`config.mk`:
```
export PLATFORM = sky130hd
export DESIGN_NAME = sprite_move_ctrl
export DESIGN_NICKNAME = d
export VERILOG_FILES = /design/src/rtl/sprite_move_ctrl_pkg.sv /design/src/rtl/sprite_move_ctrl_key_sync.sv /design/src/rtl/sprite_move_ctrl.sv
export SDC_FILE = /design/constraint.sdc
export NUM_CORES = 1
export LEC_CHECK = 0
export BUFFER_PORTS_ARGS = -buffer_cell sky130_fd_sc_hd__buf_2
export CAP_MARGIN = 15
export CORE_MARGIN = 2
export CORE_UTILIZATION = 63
export DETAILED_ROUTE_END_ITERATION = 7
export PLACE_DENSITY = 0.86
export SYNTH_ARGS = -nofsm -noshare
export SYNTH_HDL_FRONTEND = slang
export SYNTH_HIERARCHICAL = 1
export SYNTH_SLANG_ARGS = --single-unit
```
`constraint.sdc`:
```
create_clock -name CLOCK_50 -period 7 [get_ports CLOCK_50]
set_clock_uncertainty 0.2 [all_clocks]
set_input_delay 1.4 -clock CLOCK_50 [delete_from_list [all_inputs] [get_ports CLOCK_50]]
set_output_delay 1.4 -clock CLOCK_50 [all_outputs]
set_load 0.1 [all_outputs]
```
`src/rtl/sprite_move_ctrl_pkg.sv`:
```
// Shared constants for the sprite movement controller: direction indices,
// FSM state encoding, default screen geometry and datapath widths.
package sprite_move_ctrl_pkg;

   localparam int unsigned KEY_W  = 4;
   localparam int unsigned POS_W  = 10;
   localparam int unsigned CALC_W = 11;

   localparam int unsigned DIR_UP    = 0;
   localparam int unsigned DIR_DOWN  = 1;
   localparam int unsigned DIR_RIGHT = 2;
   localparam int unsigned DIR_LEFT  = 3;

   localparam int unsigned SCREEN_H_ACT = 640;
   localparam int unsigned SCREEN_V_ACT = 480;

   localparam logic [1:0] ST_IDLE = 2'd0;
   localparam logic [1:0] ST_ARB  = 2'd1;
   localparam logic [1:0] ST_MOVE = 2'd2;

endpackage

```
`src/rtl/sprite_move_ctrl_key_sync.sv`:
```
// Two-flop synchroniser for the raw active-low buttons; resets to released.
module sprite_move_ctrl_key_sync
   import sprite_move_ctrl_pkg::*;
(
   input  logic             CLOCK_50,
   input  logic             RESET_N,
   input  logic [KEY_W-1:0] key_n,
   output logic [KEY_W-1:0] key_sync
);

   logic [KEY_W-1:0] key_meta;

   always_ff @(posedge CLOCK_50 or negedge RESET_N) begin
      if (!RESET_N) begin
         key_meta <= '1;
         key_sync <= '1;
      end else begin
         key_meta <= key_n;
         key_sync <= key_meta;
      end
   end

endmodule

```
`src/rtl/sprite_move_ctrl.sv`:
```
// Frame-synchronous sprite position controller: arbitrates direction keys and
// applies one clamped step per frame. Define SPRITE_DIAG_EN for diagonal moves.
module sprite_move_ctrl
   import sprite_move_ctrl_pkg::*;
#(
   parameter int unsigned H_ACT      = SCREEN_H_ACT,
   parameter int unsigned V_ACT      = SCREEN_V_ACT,
   parameter int unsigned SIZE       = 50,
   parameter int unsigned STEP       = 3,
   parameter int unsigned X_INIT     = 300,
   parameter int unsigned Y_INIT     = 220,
   parameter int unsigned REPEAT_DLY = 0
)(
   input  logic             CLOCK_50,
   input  logic             RESET_N,
   input  logic             enable,
   input  logic             frame_tick,
   input  logic [KEY_W-1:0] key_n,
   output logic [POS_W-1:0] x_pos,
   output logic [POS_W-1:0] y_pos,
   output logic [KEY_W-1:0] grant,
   output logic             moving
);

   localparam int unsigned X_MAX  = H_ACT - 1 - SIZE;
   localparam int unsigned Y_MAX  = V_ACT - 1 - SIZE;
   localparam int unsigned HOLD_W = (REPEAT_DLY > 0) ? $clog2(REPEAT_DLY + 1) : 1;
   localparam logic [HOLD_W-1:0] HOLD_MAX = HOLD_W'(REPEAT_DLY);

   logic [KEY_W-1:0]  key_sync;
   logic [KEY_W-1:0]  pressed;
   logic [KEY_W-1:0]  winner;
   logic [1:0]        state,    state_nxt;
   logic [POS_W-1:0]  x_nxt,    y_nxt;
   logic [KEY_W-1:0]  grant_nxt;
   logic              moving_nxt;
   logic [HOLD_W-1:0] hold_cnt, hold_nxt;
   logic [CALC_W-1:0] x_ext, y_ext, x_sum, y_sum;
   logic [POS_W-1:0]  x_left, x_right, y_up, y_down;

   sprite_move_ctrl_key_sync u_key_sync (
      .CLOCK_50 (CLOCK_50),
      .RESET_N  (RESET_N),
      .key_n    (key_n),
      .key_sync (key_sync)
   );

   assign pressed = ~key_sync;

   // Direction arbiter: left > right > down > up, or one winner per axis.
   always_comb begin
      winner = '0;
`ifdef SPRITE_DIAG_EN
      if (pressed[DIR_LEFT])       winner[DIR_LEFT]  = 1'b1;
      else if (pressed[DIR_RIGHT]) winner[DIR_RIGHT] = 1'b1;
      if (pressed[DIR_UP])         winner[DIR_UP]    = 1'b1;
      else if (pressed[DIR_DOWN])  winner[DIR_DOWN]  = 1'b1;
`else
      if (pressed[DIR_LEFT])       winner[DIR_LEFT]  = 1'b1;
      else if (pressed[DIR_RIGHT]) winner[DIR_RIGHT] = 1'b1;
      else if (pressed[DIR_DOWN])  winner[DIR_DOWN]  = 1'b1;
      else if (pressed[DIR_UP])    winner[DIR_UP]    = 1'b1;
`endif
   end

   // Clamped candidate positions; the extra bit keeps the sums from wrapping.
   assign x_ext   = CALC_W'(x_pos);
   assign y_ext   = CALC_W'(y_pos);
   assign x_sum   = x_ext + CALC_W'(STEP);
   assign y_sum   = y_ext + CALC_W'(STEP);
   assign x_left  = (x_ext >= CALC_W'(STEP)) ? POS_W'(x_ext - CALC_W'(STEP)) : '0;
   assign y_up    = (y_ext >= CALC_W'(STEP)) ? POS_W'(y_ext - CALC_W'(STEP)) : '0;
   assign x_right = (x_sum > CALC_W'(X_MAX)) ? POS_W'(X_MAX) : POS_W'(x_sum);
   assign y_down  = (y_sum > CALC_W'(Y_MAX)) ? POS_W'(Y_MAX) : POS_W'(y_sum);

   always_ff @(posedge CLOCK_50 or negedge RESET_N) begin
      if (!RESET_N) begin
         state    <= ST_IDLE;
         x_pos    <= POS_W'(X_INIT);
         y_pos    <= POS_W'(Y_INIT);
         grant    <= '0;
         moving   <= 1'b0;
         hold_cnt <= '0;
      end else begin
         state    <= state_nxt;
         x_pos    <= x_nxt;
         y_pos    <= y_nxt;
         grant    <= grant_nxt;
         moving   <= moving_nxt;
         hold_cnt <= hold_nxt;
      end
   end

   // Next state and next register values; enable low parks the sprite at home.
   always_comb begin
      state_nxt  = state;
      x_nxt      = x_pos;
      y_nxt      = y_pos;
      grant_nxt  = grant;
      moving_nxt = 1'b0;
      hold_nxt   = hold_cnt;
      if (!enable) begin
         state_nxt = ST_IDLE;
         x_nxt     = POS_W'(X_INIT);
         y_nxt     = POS_W'(Y_INIT);
         grant_nxt = '0;
         hold_nxt  = '0;
      end else begin
         case (state)
            ST_IDLE: begin
               if (pressed == '0)   hold_nxt  = '0;
               else if (frame_tick) state_nxt = ST_ARB;
            end
            ST_ARB: begin
               grant_nxt = winner;
               if (winner != grant) hold_nxt = '0;
               state_nxt = ST_MOVE;
            end
            ST_MOVE: begin
               // hold_cnt saturates at HOLD_MAX, so equality covers ">=".
               if ((hold_cnt == '0) || (hold_cnt == HOLD_MAX)) begin
                  moving_nxt = 1'b1;
                  if (grant[DIR_LEFT])       x_nxt = x_left;
                  else if (grant[DIR_RIGHT]) x_nxt = x_right;
                  if (grant[DIR_UP])         y_nxt = y_up;
                  else if (grant[DIR_DOWN])  y_nxt = y_down;
               end
               if (hold_cnt != HOLD_MAX) hold_nxt = hold_cnt + HOLD_W'(1);
               state_nxt = ST_IDLE;
            end
            default: state_nxt = ST_IDLE;
         endcase
      end
   end

endmodule

```
## Word level (Yosys, flattened, before mapping)

Cells that the tools add are included.
Widths: inputs -> output; s select.

- Flip-flop bits (word level): 36
- Input port bits: 8
- Output and inout port bits: 25
- Word-level logic and storage cells: 72

- Add/subtract/negate cells: 5
- Order comparisons: 4
- Equality and inequality tests: 13
- Multiplexer cells: 35
- Bitwise operators: 1
- Reductions and logical operators: 6

Operators with widths:

| cell | count |
|---|---|
| $mux 10 | 14 |
| $add 10x2->11 const B | 2 |
| $ge 10x2->1 const B | 2 |
| $sub 10x2->10 const B | 2 |
| $mux 1 | 12 |
| $ne 3x3->1 const B | 4 |
| $gt 11x10->1 const B | 1 |
| $gt 11x9->1 const B | 1 |
| $reduce_and 3->1 | 3 |
| $mux 2 | 4 |
| $mux 4 | 2 |
| $ne 3x1->1 const B | 2 |
| $logic_not 4->1 | 1 |
| $ne 2x1->1 const B | 2 |
| $ne 4x1->1 const B | 1 |
| $ne 4x4->1 | 1 |
| $not 4->4 | 1 |
| $pmux 2 s2 | 1 |
| $mux 3 | 1 |
| $pmux 1 s3 | 1 |
| $eq 2x1->1 const B | 1 |
| $eq 2x2->1 const B | 1 |
| $logic_not 2->1 | 1 |
| $ne 2x2->1 const B | 1 |
| other kinds (2) | 2 |

## Depth between registers and ports, before layout

- Depth in word-level cells: 9
- Mapped depth: 10

## Cells and area by module

The synthesis kept the hierarchy.

Modules (own cells, without submodules):

| module | times used | cells each | area each (µm²) |
|---|---|---|---|
| sprite_move_ctrl | 1 | 339 | 2,462.4 |
| sprite_move_ctrl_key_sync | 1 | 8 | 210.2 |

## Least setup slack after synthesis

No wires, ideal clock.

- Path kind: flip-flop to flip-flop
- From: reg y_pos[0]
- To: reg y_pos[0]
- Setup time: 0.097 ns
- Arrival: 2.827 ns
- Data required time: 6.703 ns
- Setup slack: 3.876 ns
- Stages on the path, launching flop included: 11
- Buffers on the path: 2
- Cells stage by stage: dfrtp_1 buf_2 inv_1 ha_1 buf_2 nor3b_1 mux2i_1 o32ai_1 o31ai_1 a22o_1 o31ai_1

- Longest elaborated chain between the ends: 8
- Elaborated cells on any way between the ends: 11
- Those cells by class: 2 x add/sub; 2 x order compare; 7 x mux

Ends and longest elaborated chain:

| item | RTL line | text |
|---|---|---|
| start, declared | sprite_move_ctrl.sv:20 | `output logic [POS_W-1:0] y_pos,` |
| start signal, assigned | sprite_move_ctrl.sv:80 | `y_pos <= POS_W'(Y_INIT);` |
| start signal, assigned | sprite_move_ctrl.sv:87 | `y_pos <= y_nxt;` |
| $add 10x2->11 | sprite_move_ctrl.sv:70 | `assign y_sum = y_ext + CALC_W'(STEP);` |
| $gt 11x9->1 | sprite_move_ctrl.sv:74 | `assign y_down = (y_sum > CALC_W'(Y_MAX)) ? POS_W'(Y_MAX) : POS_W'(y_sum);` |
| $mux 10 | sprite_move_ctrl.sv:74 |  |
| $mux 10 | sprite_move_ctrl.sv:126 | `else if (grant[DIR_DOWN]) y_nxt = y_down;` |
| $mux 10 (*) | sprite_move_ctrl.sv:125 | `if (grant[DIR_UP]) y_nxt = y_up;` |
| $mux 10 (*) | sprite_move_ctrl.sv:121 | `if ((hold_cnt == '0) \|\| (hold_cnt == HOLD_MAX)) begin` |
| $mux 10 (*) | sprite_move_ctrl.sv:109 | `case (state)` |
| $mux 10 (*) | sprite_move_ctrl.sv:102 | `if (!enable) begin` |

Mark *: on every way between the ends. The rest lies on a longest branch, timed or not. The select of a mux whose other input is x is not followed.
A chain may end at the register's enable or synchronous reset.

## Worst setup path in the final report

- From: reg grant[3]
- To: out grant[3]

RTL lines:

| item | RTL line | text |
|---|---|---|
| start, declared | sprite_move_ctrl.sv:21 | `output logic [KEY_W-1:0] grant,` |
| start signal, assigned | sprite_move_ctrl.sv:88 | `grant <= grant_nxt;` |

No word-level cell between the ends.

==> results_dict.tcl <==
set metrics [dict create \
    status "complete, no violations" \
    cts_buffer_depth 2 \
    fin_crit_sh 0.457 \
    crit_path_max_incr_delay_ns 0.78 \
    cp_max_fo 23 \
    synth.most_common_cell "nor2_1" \
    dp_hpwl_um 4440 \
    fp.dieH_um 69.1 \
    place.gp.congestion 0.902 \
    fmax_ghz 0.312 \
    grt_overflow 0 \
    slowest_stage "dfrtp_1" \
    fillers 340 \
    num_vias 2686 \
    min_period_ns 3.20 \
    cp_cell_sequence "buf_2" \
    syn_avg_cell_area_um2 7.70 \
    ys_ff_latch 35 \
    path_clk_slew_ns 0.06 \
    ys_top_cells_by_count "nor2_1 (44), nand2_1 (33), a21oi_1 (27), o21ai_0 (26), dfrtp_1 (18)" \
    pwr-share-comb 0.076 \
    syn_to_final_growth_pct 7.26 \
    antenna_left 0 \
    diodes 0 \
    ys_types 61 \
    yosysTopAreaCell "dfrtp_1" \
    ys_async_sr_fraction 1.00 \
    ys.flop_type "dfrtp_1" \
    yosysTopAreaCellShare 0.169 \
    place_ws_ns 4.07 \
    hold_violations 0 \
    arrival_ns 1.60 \
    grt_pass1_wl_um 11000 \
    rsz0062_at_grt "no" \
    synth-edff-count 0 \
    synthTopCellsByArea "dfrtp_1 (17%), dfstp_2 (17%), nor2_1 (6.2%)" \
    report.final.slew_viol_count 0 \
    seqPwrFrac 0.544 \
    grtUsageTotal 0.277 \
    num_rows 23 \
    synth_warnings 6 \
    slew_headroom 0.505 \
    postCtsSetupBuffers 0 \
    worst_pin_slew_ns 0.735 \
    cp.required_ns 5.40 \
    grt_max_degree 36 \
    power_density_nw_per_um2 136 \
    power.switching_uw 95.7 \
    syn_inst 347 \
    hold_ws_ns 0.157 \
    synth_seq_area_share 0.336 \
    cts_max_level 2 \
    criticalPathCategory "flip-flop to output pin" \
    io_buffers 32 \
    fin_nets 374 \
    clk_latency_ns 0.28 \
    cts_resized 0 \
    clkPwrFrac 0.380 \
    antenna_found_initial 0 \
    worstHoldPathType "flip-flop to flip-flop" \
    core-area_um2 4030 \
    start_util 0.663 \
    critPathBufInv 1 \
    synth_area_um2 2670 \
    finalSetupViolations 0 \
    ff_latch_area_um2 897 \
    drtIter0Drc 345 \
    layout_setup_ws_ns 3.80 \
    swShare 0.245 \
    drt_pass1_iterations 6 \
    die-area_um2 4780 \
    ios 33 \
    cts.sinks 35 \
    via_per_inst 6.54 \
    end_kind "output pin" \
    fin_util 0.711 \
    power.leakage_nw 1.18 \
    cts_root_buf "clkbuf_8" \
    setup_tns_ns 0 \
    holdBufCountCts 0 \
    maxCapViolCount 0 \
    layout-drive-gt1-share 0.175 \
    grt_pass1_vias 2376 \
    fp.dieW_um 69.1 \
    drt-total-wl_um 6470 \
    drc 0 \
    peakVddDrop_uv 192 \
    multi_input_area_um2 1600 \
    cp-start-kind "flip-flop" \
    synth_nets 361 \
    p_int_uw 295 \
    crit_family "flip-flops" \
    wire_per_inst_um 15.7 \
    cts_buffers 5 \
    cts_tree "built" \
    finalPower_uw 391 \
]
==> power by group through the flow <==
stage                     logic, mW  registers (mW)  clock network (mW)
after floorplan              0.0146           0.220                   0
after global placement       0.0293           0.216                   0
after detailed placement     0.0298           0.216                   0
after CTS                    0.0299           0.213               0.152
after global routing         0.0333           0.213               0.159
final                        0.0298           0.213               0.149
==> worst register-to-register path, stage by stage (launching register included) <==
cell      delay [ns]
dfrtp_1         0.59
inv_1           0.15
ha_1            0.39
nor4bb_1        0.19
o21ai_0         0.27
a21oi_1         0.11
o31ai_1         0.26
a22o_1          0.36
a31oi_1         0.13
==> stage by stage <==
step                      instance area [um^2]  instances
after global placement                    2780        403
after global routing                      2870        411
after detailed placement                  2780        403
after floorplan                           2670        347
final                                     2870        411
after CTS                                 2870        411
==> state kept, by name (all words and copies together) (netlist names) <==
| name | cells |
|---|---|
| u_key_sync/key_sync | 4 |
| state | 2 |
| x_pos | 10 |
| moving | 1 |
| u_key_sync/key_meta | 4 |
| grant | 4 |
| y_pos | 10 |
==> cell usage in the layout, fill, tap and decap left out, drive strengths merged, types with 14 or more instances in the layout <==
cell type,synthesis,layout
o21ai,30,30
dfstp,17,17
inv,15,15
buf,13,32
nor2,45,45
nand2,33,33
dfrtp,18,18
a21oi,27,27
nor3,14,14
==> final cells by class <==
cell class	count	share of cell area
inverter	15	0.0196
clock inverter	1	0.00175
clock buffer	7	0.0301
multi-input combinational	271	0.558
tap	50	0.0218
timing repair buffer	32	0.0559
sequential	35	0.313
==> cells by family after synthesis <==
family | Yosys count | synth area share
and+or+nand+nor | 139 | 0.252
buffers and inverters | 41 | 0.0660
xor gates and xnor gates | 2 | 0.00656
adders and majority gates | 6 | 0.0281
muxes | 6 | 0.0234
AOI/OAI and AO/OA | 118 | 0.288
DFF | 35 | 0.336
==> routing by layer <==
| metal | vias to the layer above | GRT usage | routed length (um) |
|---|---|---|---|
| met2 | 123 | 0.413 | 2960 |
| met4 | 0 | 0.0828 | 76 |
| met5 | - | 0 | 0 |
| li1 | 1298 | - | - |
| met3 | 10 | 0.0497 | 483 |
| met1 | 1255 | 0.410 | 2950 |
==> worst paths after layout <==
check                                            startpoint                                to  slack [ns]  cells past startpoint
min in group asynchronous                           RESET_N              state[0]$_DFFE_PN0P_        0.98                      1
setup / recovery                       grant[3]$_DFFE_PN0P_                          grant[3]        3.80                      1
setup reg to reg                       y_pos[0]$_DFFE_PN0P_              y_pos[5]$_DFFE_PN0P_        4.22                      8
hold reg to reg            u_key_sync/key_meta[0]$_DFF_PN1_  u_key_sync/key_sync[0]$_DFF_PN1_        0.16                      0
hold / removal             u_key_sync/key_meta[0]$_DFF_PN1_  u_key_sync/key_sync[0]$_DFF_PN1_        0.16                      0
max in group asynchronous                           RESET_N              state[1]$_DFFE_PN0P_        5.14                      1
Note: power is estimated with default switching activity, not from simulation.
